<file path="src/rtl/mem_arbiter.sv">
// Single-port RAM arbiter between instruction fetch and data access; data wins ties.
// Define MEM_ARB_FAIR_EN to compile in the starvation counter that forces an instruction grant.
module mem_arbiter #(
    parameter int STARVE_MAX = 4
) (
    input  logic        CLK,
    input  logic        nRST,
    input  logic        iREN,
    input  logic [31:0] iaddr,
    output logic [31:0] iload,
    output logic        iwait,
    input  logic        dREN,
    input  logic        dWEN,
    input  logic [31:0] daddr,
    input  logic [31:0] dstore,
    output logic [31:0] dload,
    output logic        dwait,
    output logic        ramREN,
    output logic        ramWEN,
    output logic [31:0] ramaddr,
    output logic [31:0] ramstore,
    input  logic [31:0] ramload,
    input  logic        ram_ready
);

    if (STARVE_MAX < 1 || STARVE_MAX > 15) begin : g_bad_starve_max
        $error("mem_arbiter: STARVE_MAX must be within 1..15");
    end

    typedef enum logic [1:0] {
        IDLE    = 2'b00,
        GRANT_I = 2'b01,
        GRANT_D = 2'b10
    } state_t;

    state_t state_q, state_d;
    logic   dreq;
    logic   ireq;
    logic   starve_hit;

    assign dreq = dREN | dWEN;
    assign ireq = iREN;

    always_ff @(posedge CLK or negedge nRST) begin
        if (!nRST) begin
            state_q <= IDLE;
        end else begin
            state_q <= state_d;
        end
    end

    // Dropping the granted request aborts the access; ram_ready is then ignored.
    always_comb begin
        state_d = state_q;
        case (state_q)
            IDLE: begin
                if (dreq && !starve_hit) begin
                    state_d = GRANT_D;
                end else if (ireq) begin
                    state_d = GRANT_I;
                end
            end
            GRANT_I: begin
                if (!iREN || ram_ready) begin
                    state_d = IDLE;
                end
            end
            GRANT_D: begin
                if (!dreq || ram_ready) begin
                    state_d = IDLE;
                end
            end
            default: state_d = IDLE;
        endcase
    end

    always_comb begin
        ramREN   = 1'b0;
        ramWEN   = 1'b0;
        ramaddr  = '0;
        ramstore = '0;
        case (state_q)
            GRANT_I: begin
                ramREN  = iREN;
                ramaddr = iaddr;
            end
            GRANT_D: begin
                ramREN   = dREN & ~dWEN;
                ramWEN   = dWEN;
                ramaddr  = daddr;
                ramstore = dstore;
            end
            default: begin
                ramREN = 1'b0;
            end
        endcase
    end

    assign iload = ramload;
    assign dload = ramload;
    assign iwait = iREN & ~((state_q == GRANT_I) & ram_ready);
    assign dwait = dreq & ~((state_q == GRANT_D) & ram_ready);

`ifdef MEM_ARB_FAIR_EN
    localparam logic [3:0] STARVE_LIM = 4'(STARVE_MAX);

    logic [3:0] scnt_q, scnt_d;
    logic       i_done;
    logic       d_done;

    assign i_done = (state_q == GRANT_I) & iREN & ram_ready;
    assign d_done = (state_q == GRANT_D) & dreq & ram_ready;

    // Counts data completions that overtook a waiting fetch.
    always_comb begin
        scnt_d = scnt_q;
        if (!iREN || i_done) begin
            scnt_d = '0;
        end else if (d_done && (scnt_q < STARVE_LIM)) begin
            scnt_d = scnt_q + 4'd1;
        end
    end

    always_ff @(posedge CLK or negedge nRST) begin
        if (!nRST) begin
            scnt_q <= '0;
        end else begin
            scnt_q <= scnt_d;
        end
    end

    assign starve_hit = ireq & (scnt_q == STARVE_LIM);
`else
    assign starve_hit = 1'b0;
`endif

endmodule

</file>
<file path="config.mk">
export PLATFORM = sky130hd
export DESIGN_NAME = mem_arbiter
export DESIGN_NICKNAME = d
export VERILOG_FILES = /design/src/rtl/mem_arbiter.sv
export SDC_FILE = /design/constraint.sdc
export NUM_CORES = 1
export LEC_CHECK = 0
export BUFFER_PORTS_ARGS = -buffer_cell sky130_fd_sc_hd__buf_2
export CORE_AREA = 2 2 104 106
export CTS_CLUSTER_DIAMETER = 80
export DETAILED_ROUTE_END_ITERATION = 12
export DIE_AREA = 0 0 106 108
export GPL_TIMING_DRIVEN = 0
export SKIP_CTS_REPAIR_TIMING = 1
export SYNTH_ARGS = -nofsm -noshare
export SYNTH_HDL_FRONTEND = slang
export SYNTH_SLANG_ARGS = --single-unit
</file>
<file path="constraint.sdc">
create_clock -name CLK -period 2.48 [get_ports CLK]
set_clock_uncertainty 0.2 [all_clocks]
set_input_delay 0.496 -clock CLK [delete_from_list [all_inputs] [get_ports CLK]]
set_output_delay 0.496 -clock CLK [all_outputs]
set_load 0.02 [all_outputs]
</file>
==> out/qor.txt <==
Status: finished, final reports clean
Switch Pwr: 1.14 mW
Hold wc startpoint: state_q[0]
Top-area cell type share of the netlist area: 0.349
Fillers: 1129
Vias in the first global route: 2134
Grt ovf: 0
Largest net degree at the start of global routing: 11
Share of cells above drive strength 1: 0.728
Num Clock Sinks: 2
Worst reg2reg path startpoint: state_q[1]
R2R depth: 6
Switching share of power: 0.550
GPL Wtd Cong: 0.815
Ordered cell list for the critical path: inv_1 -> ha_1 -> buf_6 -> buf_6 -> buf_2 -> and2_1 -> buf_2
CP Capture Type: output port
Clk slew on worst S/H paths: 0.03 ns
Hold path cells: 2
Clock Path Buffers: 2
Layout overhead on the synthesized area: 97.2%
Pwr/cell area: 731 nW/µm²
Root Buffer: clkbuf_8
DR vias/cell: 3.81
Top cells by count, synth: buf_4, and2_1, a22oi_1, nor2b_1, buf_2
Synth warnings: 0
Seq/Total Area, Yosys: 0.0348
Post-route cell area: 2840 µm²
Die Y: 108 µm
Final WS setup: 0.123 ns
Fin. Hold Viols: 0
Most frequent cell after synthesis: buf_4
Leak: 1.69 nW
Core Footprint: 10200 µm²
# IOs: 266
Final #Nets: 577
Pre-CTS WS: 0.119 ns
Total iterations of the first detailed-routing run: 4
CTS tree: built
EDFF count, synth: 0
Seq cells post-synth: 2
Cell Area, Synth: 1440 µm²
First-pass GRT wire length: 9960 µm
Die Span X: 106 µm
DR vias: 2186
H-tree depth: 1
DRT Wirelength: 7010 µm
Crit path from: state_q[0]
Initial core utilization: 0.141
Worst path slowest cell: dfrtp_1
Max Cap Viol: 0
Dpl cell area: 2780 µm²
Unrepaired setup endpoints after global routing: false
Sequential Power Share: 0.024
Area leader, netlist: buf_4
Max-slew headroom: 0.830
Row Count: 37
Final ANT Viol Nets: 0
Initial antenna violation count: 0
GR Util All Layers: 0.109
Die area: 11400 µm²
Hold crit path type: reg2reg
Combinational share of power: 0.914
Setup slack, reg-to-reg: 0.96 ns
Port Buffer Count: 233
Max FFs per register: 2
Routed wire per std cell: 12.2 µm
Worst skew pair latency: 0.21 ns
Diodes inserted: 0
Worst setup SP type: flip-flop
P_int: 934 µW
CP required: 1.78 ns
Worst vdd ir: 0.000244 V
# DRC: 0
Crit Path Max Fanout: 10
DRT iter0 DRCs: 96
Final setup violation count: 0
Worst R2R End: state_q[1]
Synth top area cells: buf_4, a22oi_1, and2_1, nor2b_1, dfrtp_1
Largest regs: state_q: 2 flops
Post-synth ARST share: 1.00
Slew Viols, Final: 0
Clk pwr share: 0.062
Post-Syn Instances: 201
Yosys cell types: 21
Hold Crit Endpoint: state_q[0]
Syn_area_per_cell: 7.16 µm²
Setup CP Type: reg2out
Fin crit share: 0.950
Slew @ Worst Pin: 0.255 ns
Net Count, Synth: 338
Slowest Stage Delay on Critical Path: 0.38 ns
Main synth FF type: dfrtp_1
Tmin final: 2.36 ns
Reg with most FFs: state_q
CTS buffer count: 3
Critical path arrival: 1.66 ns
DP Wirelength: 6080 µm
FMAX: 424 MHz
==> per-stage QoR <==
step / hold slack, ns / total power, mW / setup TNS, ns / instances / utilization
global placement: 0.0860 / 1.94 / 0 / 570 / 0.271
global route: 0.412 / 2.25 / 0 / 574 / 0.278
floorplan: 0.000409 / 1.32 / 0 / 201 / -
CTS: -0.135 / 2.10 / -1.10 / 573 / 0.275
finish: 0.368 / 2.08 / 0 / 574 / 0.278
detailed placement: 0.0881 / 1.96 / 0 / 570 / 0.271
==> worst max-delay path by stage <==
stage                     depth (start not counted)          end  slack (ns)
after floorplan                                   5        iwait        0.40
after global placement                            5  ramaddr[22]        0.18
after detailed placement                          5  ramaddr[26]        0.12
after CTS                                         5  ramaddr[26]       -0.10
after global routing                              8       ramREN        0.01
final                                             7  ramstore[7]        0.12
==> layer usage <==
metal / vias to the layer above / wire (µm) / share of wire / GRT usage
met3: 8 / 720 / 0.10 / 0.0187
li1: 1078 / - / - / -
met4: 0 / 89 / 0.013 / 0.0301
met2: 158 / 3760 / 0.54 / 0.225
met5: - / 0 / 0 / 0
met1: 942 / 2440 / 0.35 / 0.112
==> area by class of cell <==
| class | count | area (µm²) | area share |
|---|---|---|---|
| Multi-Input combinational cell | 117 | 797 | 0.281 |
| Buffer | 79 | 594 | 0.209 |
| Timing Repair Buffer | 234 | 1180 | 0.414 |
| Clock buffer | 3 | 41.3 | 0.0145 |
| Sequential cell | 2 | 50.0 | 0.0176 |
| Tap cell | 136 | 170 | 0.0599 |
| Inverter | 3 | 11.3 | 0.00396 |
==> worst max-delay path: cells and delay by family, from the launching register on <==
kind,cells,cell delay [ns]
AND/OR/NAND/NOR,1,0.18
adder cells (fa/ha/maj),1,0.16
flip-flops,1,0.38
buffers and inverters,5,0.73
==> power groups by stage <==
stage                     clock network (mW)  logic, mW  registers, mW
after floorplan                            0       1.28         0.0472
after global placement                     0       1.89         0.0479
final                                  0.129       1.90         0.0494
after detailed placement                   0       1.91         0.0485
after global routing                   0.135       2.07         0.0514
after CTS                              0.132       1.92         0.0481
==> cells by family after synthesis <==
group	Yosys count	synth area share
AO/OA/AOI/OAI	41	0.215
buffers and inverters	82	0.414
flip-flops	2	0.0348
AND/OR/NAND/NOR	73	0.311
adder cells (fa/ha/maj)	3	0.0261
==> cell usage in the layout (no fill, tap or decap), types with 2 or more instances in the layout <==
cell        n
buf_4      67
buf_6       5
ha_1        2
o21ai_1     2
nand2_1     4
dfrtp_1     2
a21oi_1     2
and2_1     34
buf_2     237
clkbuf_8    3
inv_1       2
a22oi_1    32
clkbuf_2    3
nor2b_1    32
Note: power is estimated with default switching activity, not from simulation.
